[config.mk]
export PLATFORM = sky130hd
export DESIGN_NAME = hum_bcd
export DESIGN_NICKNAME = d
export VERILOG_FILES = /design/src/rtl/hum_bcd.sv
export SDC_FILE = /design/constraint.sdc
export NUM_CORES = 1
export LEC_CHECK = 0
export ABC_AREA = 1
export CAP_MARGIN = 25
export CELL_PAD_IN_SITES_DETAIL_PLACEMENT = 0
export CELL_PAD_IN_SITES_GLOBAL_PLACEMENT = 2
export CORE_MARGIN = 8
export CORE_UTILIZATION = 29
export DETAILED_ROUTE_END_ITERATION = 10
export PLACE_DENSITY_LB_ADDON = 0.1
export SYNTH_ARGS = -nofsm -noshare
export SYNTH_HDL_FRONTEND = slang
export SYNTH_SLANG_ARGS = --single-unit
[constraint.sdc]
create_clock -name clk -period 1.3 [get_ports clk]
set_clock_uncertainty 0.05 [all_clocks]
set_input_delay 0.13 -clock clk [delete_from_list [all_inputs] [get_ports clk]]
set_output_delay 0.13 -clock clk [all_outputs]
set_load 0.005 [all_outputs]
[src/rtl/hum_bcd.sv]
// Sequential binary-to-BCD converter (double dabble, one bit per clock) with start/busy/done handshake.
// Optional leading-zero blanking (4'hF nibbles) enabled by defining HUM_BCD_LZB_EN.
module hum_bcd #(
  parameter int unsigned WIDTH  = 16,
  parameter int unsigned DIGITS = 5
) (
  input  logic                  clk,
  input  logic                  rst,
  input  logic                  start,
  input  logic [WIDTH-1:0]      bin_in,
  output logic                  busy,
  output logic                  done,
  output logic [4*DIGITS-1:0]   bcd_out
);

  localparam int unsigned SW = 4 * DIGITS;
  localparam int unsigned CW = $clog2(WIDTH + 1);

  typedef enum logic [1:0] {
    IDLE  = 2'd0,
    SHIFT = 2'd1,
    DONE  = 2'd2
  } state_t;

  state_t           state, state_nxt;
  logic [WIDTH-1:0] bin_q, bin_nxt;
  logic [SW-1:0]    scr_q, scr_nxt;
  logic [CW-1:0]    cnt_q, cnt_nxt;
  logic             busy_nxt, done_nxt;
  logic [SW-1:0]    bcd_nxt;
  logic [SW-1:0]    adj;

  // Per-nibble +3 correction; 4-bit adds, no inter-nibble carry.
  function automatic logic [SW-1:0] add3(input logic [SW-1:0] s);
    logic [SW-1:0] r;
    r = s;
    for (int i = 0; i < int'(DIGITS); i++) begin
      if (s[4*i +: 4] >= 4'd5) r[4*i +: 4] = s[4*i +: 4] + 4'd3;
    end
    return r;
  endfunction

`ifdef HUM_BCD_LZB_EN
  // Replace leading zero digits with 4'hF; digit 0 always shown.
  function automatic logic [SW-1:0] publish(input logic [SW-1:0] v);
    logic [SW-1:0] r;
    logic          lead;
    r    = v;
    lead = 1'b1;
    for (int i = int'(DIGITS) - 1; i >= 1; i--) begin
      if (lead && (v[4*i +: 4] == 4'h0)) r[4*i +: 4] = 4'hF;
      else                                lead = 1'b0;
    end
    return r;
  endfunction
`else
  function automatic logic [SW-1:0] publish(input logic [SW-1:0] v);
    return v;
  endfunction
`endif

  always_ff @(posedge clk or negedge rst) begin
    if (!rst) begin
      state   <= IDLE;
      bin_q   <= '0;
      scr_q   <= '0;
      cnt_q   <= '0;
      busy    <= 1'b0;
      done    <= 1'b0;
      bcd_out <= '0;
    end else begin
      state   <= state_nxt;
      bin_q   <= bin_nxt;
      scr_q   <= scr_nxt;
      cnt_q   <= cnt_nxt;
      busy    <= busy_nxt;
      done    <= done_nxt;
      bcd_out <= bcd_nxt;
    end
  end

  always_comb begin
    state_nxt = state;
    bin_nxt   = bin_q;
    scr_nxt   = scr_q;
    cnt_nxt   = cnt_q;
    busy_nxt  = busy;
    done_nxt  = 1'b0;
    bcd_nxt   = bcd_out;
    adj       = add3(scr_q);
    case (state)
      IDLE: begin
        if (start) begin
          bin_nxt   = bin_in;
          scr_nxt   = '0;
          cnt_nxt   = '0;
          busy_nxt  = 1'b1;
          state_nxt = SHIFT;
        end
      end
      SHIFT: begin
        {scr_nxt, bin_nxt} = {adj[SW-2:0], bin_q, 1'b0};
        cnt_nxt            = cnt_q + CW'(1);
        if (cnt_q == CW'(WIDTH - 1)) state_nxt = DONE;
      end
      DONE: begin
        bcd_nxt   = publish(scr_q);
        done_nxt  = 1'b1;
        busy_nxt  = 1'b0;
        state_nxt = IDLE;
      end
      default: state_nxt = IDLE;
    endcase
  end

endmodule

# [Word level (Yosys, flattened, before mapping)]
# Index checks and enable logic that the tools add are counted.
[totals] ff_bits=65 latch_bits=0 ramBits=0 mem_bits_ro=0 inputBits=19 output_inout_bits=22 word_cells=46 mem_count=0
[classes] add_sub_neg=6 n_mul=0 div=0 n_lt_le_gt_ge=5 n_eq_ne=5 shift=0 mux=17 n_bitwise=0 reduce_logical=6
[ops] op="$pmux 20 s2" count=1
[ops] op="$pmux 16 s2" count=1
[ops] op="$ge 4x3->1 const B" count=5
[ops] op="$mux 20" count=1
[ops] op="$add 4x2->4 const B" count=4
[ops] op="$mux 16" count=1
[ops] op="$mux 4" count=4
[ops] op="$pmux 5 s2" count=1
[ops] op="$reduce_and 2->1" count=3
[ops] op="$add 5x1->5 const B" count=1
[ops] op="$eq 5x4->1 const B" count=1
[ops] op="$mux 5" count=1
[ops] op="$mux 2" count=2
[ops] op="$ne 2x2->1 const B" count=2
[ops] op="$pmux 2 s2" count=1
[ops] op="$reduce_bool 2->1" count=2
[ops] op="$add 3x2->3 const B" count=1
[ops] op="$mux 3" count=1
[ops] op="$eq 2x1->1 const B" count=1
[ops] op="$eq 2x2->1 const B" count=1
[ops] op="$logic_not 2->1" count=1
[ops] op="$mux 1" count=2
[ops] op="$pmux 1 s2" count=1

# [Longest topological paths before layout]
# Gate-level depths: netlist (run 1).
[depth] depth_word=3 ltp_mapped=8 ltp_nobuf=8

# [Worst setup path before layout (run 1)]
# Ideal clock, no wire load.
[synth_timing] path_kind="flip-flop to flip-flop" from="reg state[0]" to="reg bin_q[10]" setup_time_ns=0.121 arrival_ns=1.080 required_time_ns=1.129 slack_ns=0.049 path_stages_with_launch=7 path_buffers=2 synth_period_minus_slack_ns=1.251 path_cell_list="dfrtp_1 > o21ai_4 > inv_2 > buf_6 > buf_6 > nand2_1 > o21ai_1"
[synth_between] elab_chain_len=3 word_cells_on_any_way=6 cone_classes="2 x eq/ne; 1 x mux; 3 x reduce/logical"
[synth_lines] element="start, declared" line="25" rtl="state_t state, state_nxt;"
[synth_lines] element="start signal, assigned" line="72" rtl="state <= state_nxt;"
[synth_lines] element="$eq 2x1->1 / $logic_not 2->1 (equally long branches)" line="91" rtl="case (state)"
[synth_lines] element="$reduce_bool 2->1 (no source line) / $ne 2x2->1 (equally long branches)"
[synth_lines] element="$reduce_and 2->1 (no source line)"
[synth_lines] element="end signal, assigned" line="73" rtl="bin_q <= bin_nxt;"
[synth_lines] element="end, declared" line="26" rtl="logic [WIDTH-1:0] bin_q, bin_nxt;"
# Parallel ways exist; a longest one is shown, timed or not.
# A chain may end at the register's enable or synchronous reset.

# [Worst setup path in the final report (run 1)]
[layout_timing] from="reg cnt_q[0]" to="reg cnt_q[4]"
[layout_between] elab_chain_len=2
[layout_lines] element="start, declared" line="28" rtl="logic [CW-1:0] cnt_q, cnt_nxt;"
[layout_lines] element="start signal, assigned" line="75" rtl="cnt_q <= cnt_nxt;"
[layout_lines] element="$add 5x1->5" line="103" rtl="cnt_nxt = cnt_q + CW'(1);"
[layout_lines] element="$pmux 5 s2" line="91"
# Every way passes these cells.

==> flow_summary.json, run 1 <==
{
  "status": "complete, no violations",
  "synthArstFlopShare_pct": 100,
  "drc": 0,
  "period_needed_ns": 1.24,
  "clk_pin_slew_ns": 0.07,
  "drt-total-wl_um": 7300,
  "seq_area_frac_synth_pct": 51.6,
  "layout.nets": 492,
  "layout-drive-gt1-share_pct": 18.5,
  "cts_made_buffers": 9,
  "endpoint_kind": "register",
  "dp_hpwl_um": 5040,
  "cp-start-kind": "register",
  "place_worst_setup_slack_ns": -0.0584,
  "regArea_sq_um": 1630,
  "die_h_um": 120,
  "final_common_cell": "nand2_1",
  "drv_cap": 0,
  "timing.hold.ws_ns": 0.276,
  "grt_util_met3_pct": 3.26,
  "synth_seq_cells": 65,
  "yosys_warnings": 0,
  "clock_latency_ns": 0.33,
  "antenna_left": 0,
  "initial_core_util_pct": 29.4,
  "cts_max_level": 3,
  "setup_viol": 0,
  "vias": 2631,
  "synthMuxAreaShare_pct": 0,
  "setup_tns_ns": 0,
  "slew_violations": 0,
  "critPathRequiredTime_ns": 1.50,
  "grt_max_degree": 66,
  "area_delta_synth_final_pct": 34.1,
  "synth_edf_count": 0,
  "powerDensity_nw_per_um2": 2240,
  "cts_tree": "done",
  "synthFlopType": "dfrtp_1",
  "gp_congestion": 0.726,
  "fp.dieW_um": 120,
  "crit_type": "register to register",
  "max_freq_mhz": 805,
  "worstHoldPathType": "input port to async pin",
  "grt-ovfl-total": 0,
  "grt_util_met1_pct": 13.0,
  "viasPerCell": 4.36,
  "drtIter0Drc": 92,
  "tightest_slew_ns": 0.369,
  "rows": 38,
  "leakage_nw": 2.12,
  "hold_violations": 0,
  "post_drt_wl_per_cell_um": 12.1,
  "worst_slack_ns": 0.0579,
  "die-area_sq_um": 14500,
  "first_pass_iters": 5,
  "grt_use_total_pct": 10.5,
  "final_cell_mix": "nand2_1, dfrtp_1, o21ai_0",
  "synth_nets": 413,
  "synth.avg_cell_area_sq_um": 8.26,
  "synth.area.top_cells": "dfrtp_1, nand2_1, o21ai_0",
  "dp_cells": 580,
  "clock_tree.root_cell": "clkbuf_8",
  "grt_first_pass_wirelength_um": 12300,
  "synth_top_family_by_area": "simple AND/OR/NAND/NOR gates",
  "synth_fa_ha_area_share_pct": 4.76,
  "cts.sinks": 65,
  "ir_worst_vdd_mv": 0.707,
  "busiest_layer": "met2",
  "synth_top_area_share_pct": 51.6,
  "maxSlewHeadroom_pct": 75.4,
  "antenna_found_initial": 0,
  "grt_use_met2_pct": 16.6,
  "fin_crit_sh_pct": 95.5,
  "synth_cells": 382,
  "synth_xor_area_share_pct": 0,
  "core_sq_um": 10700,
  "netlist-cell-type-count": 21,
  "clock_path_buffers": 2,
  "power_mw": 9.47,
  "diodes": 0,
  "synth_top_cell_by_area": "dfrtp_1",
  "fin_cells": 604,
  "ios": 41,
  "synth_compound_area_share_pct": 13.6,
  "worstPathArrival_ns": 1.44,
  "numPortBuffers": 40,
  "multi_input_area_sq_um": 1300,
  "syn_area_sq_um": 3150,
  "grt_pass1_vias": 2648,
  "cp_max_fo": 2,
  "synth-simple-area-share_pct": 21.3,
  "fill_cells": 1163
}
report_power, final:
group	switching [mW]	internal [mW]
logic	2.53	2.19
clock network	0.729	0.672
registers	0.490	2.86
total	3.75	5.73
registers in the layout, summed over array words and instances (netlist names):
name / cells
bin_q: 16
done: 1
scr_q: 20
state: 2
bcd_out: 20
cnt_q: 5
busy: 1
final cells by class:
cell class                 instances  share of cell area, %
sequential                        65                   38.5
inverter                          52                   4.61
clock inverter                     1                  0.118
multi-input combinational        251                   30.8
timing repair buffer              82                   18.6
clock buffer                      13                   3.28
tap                              140                   4.14
worst paths after layout:
check,start,endpoint,slack (ns),cells after the start
worst max-delay path,cnt_q[0],cnt_q[4],0.06,5
worst min-delay path,rst,bcd_out[5],0.28,3
worst max register to register,cnt_q[0],cnt_q[4],0.06,5
worst min register to register,bcd_out[12],bcd_out[12],0.43,2
max in group asynchronous,rst,state[0],0.59,3
min in group clk,bin_in[0],bin_q[0],0.36,3
repair_timing:
action / CTS / global route
hold endpoints to repair: 65 / 0
pin swaps: 0 / 4
resized for setup: 24 / 27
setup buffers: 5 / 4
hold buffers: 1 / 0
endpoints found under the setup margin: 28 / 31
layer usage:
| metal | vias up | wire (um) |
|---|---|---|
| li1 | 1390 | - |
| met1 | 1198 | 3520 |
| met2 | 38 | 3360 |
| met3 | 5 | 344 |
| met4 | 0 | 72 |
| met5 | - | 0 |
kinds of logic after synthesis:
family          after synthesis
simple gates                162
compound gates               77
buf+inv                      66
flops                        65
fa+ha+maj                    12
critical path, cell delays in order (launching register included):
cell and delay, ns:
dfrtp_1 0.38, ha_2 0.20, nand2_2 0.08, nor2_2 0.04
ha_1 0.27, o22ai_1 0.14
synth_stat cells (4+ instances only):
library cell / count
inv_1: 50
nor2_1: 5
o21ai_2: 4
o21bai_1: 4
o21ai_1: 8
dfrtp_1: 65
buf_2: 7
nand2_1: 118
nand3_1: 27
ha_1: 12
nand4_1: 11
o21ai_0: 57
stage by stage:
stage / instance area (sq um) / utilization, %
final: 4230 / 39.4
after global routing: 4230 / 39.4
after CTS: 4150 / 38.7
after detailed placement: 3980 / 37.1
after global placement: 3980 / 37.1
after floorplan: 3150 / -
No activity file was read; power rests on OpenSTA's default activity.
==> inputs of run 2 (changes only) <==
Settings changed: CAP_MARGIN 25 to 10.
==> results of run 2 <==
Final layout, timing and power as in run 1 (identical DEF).
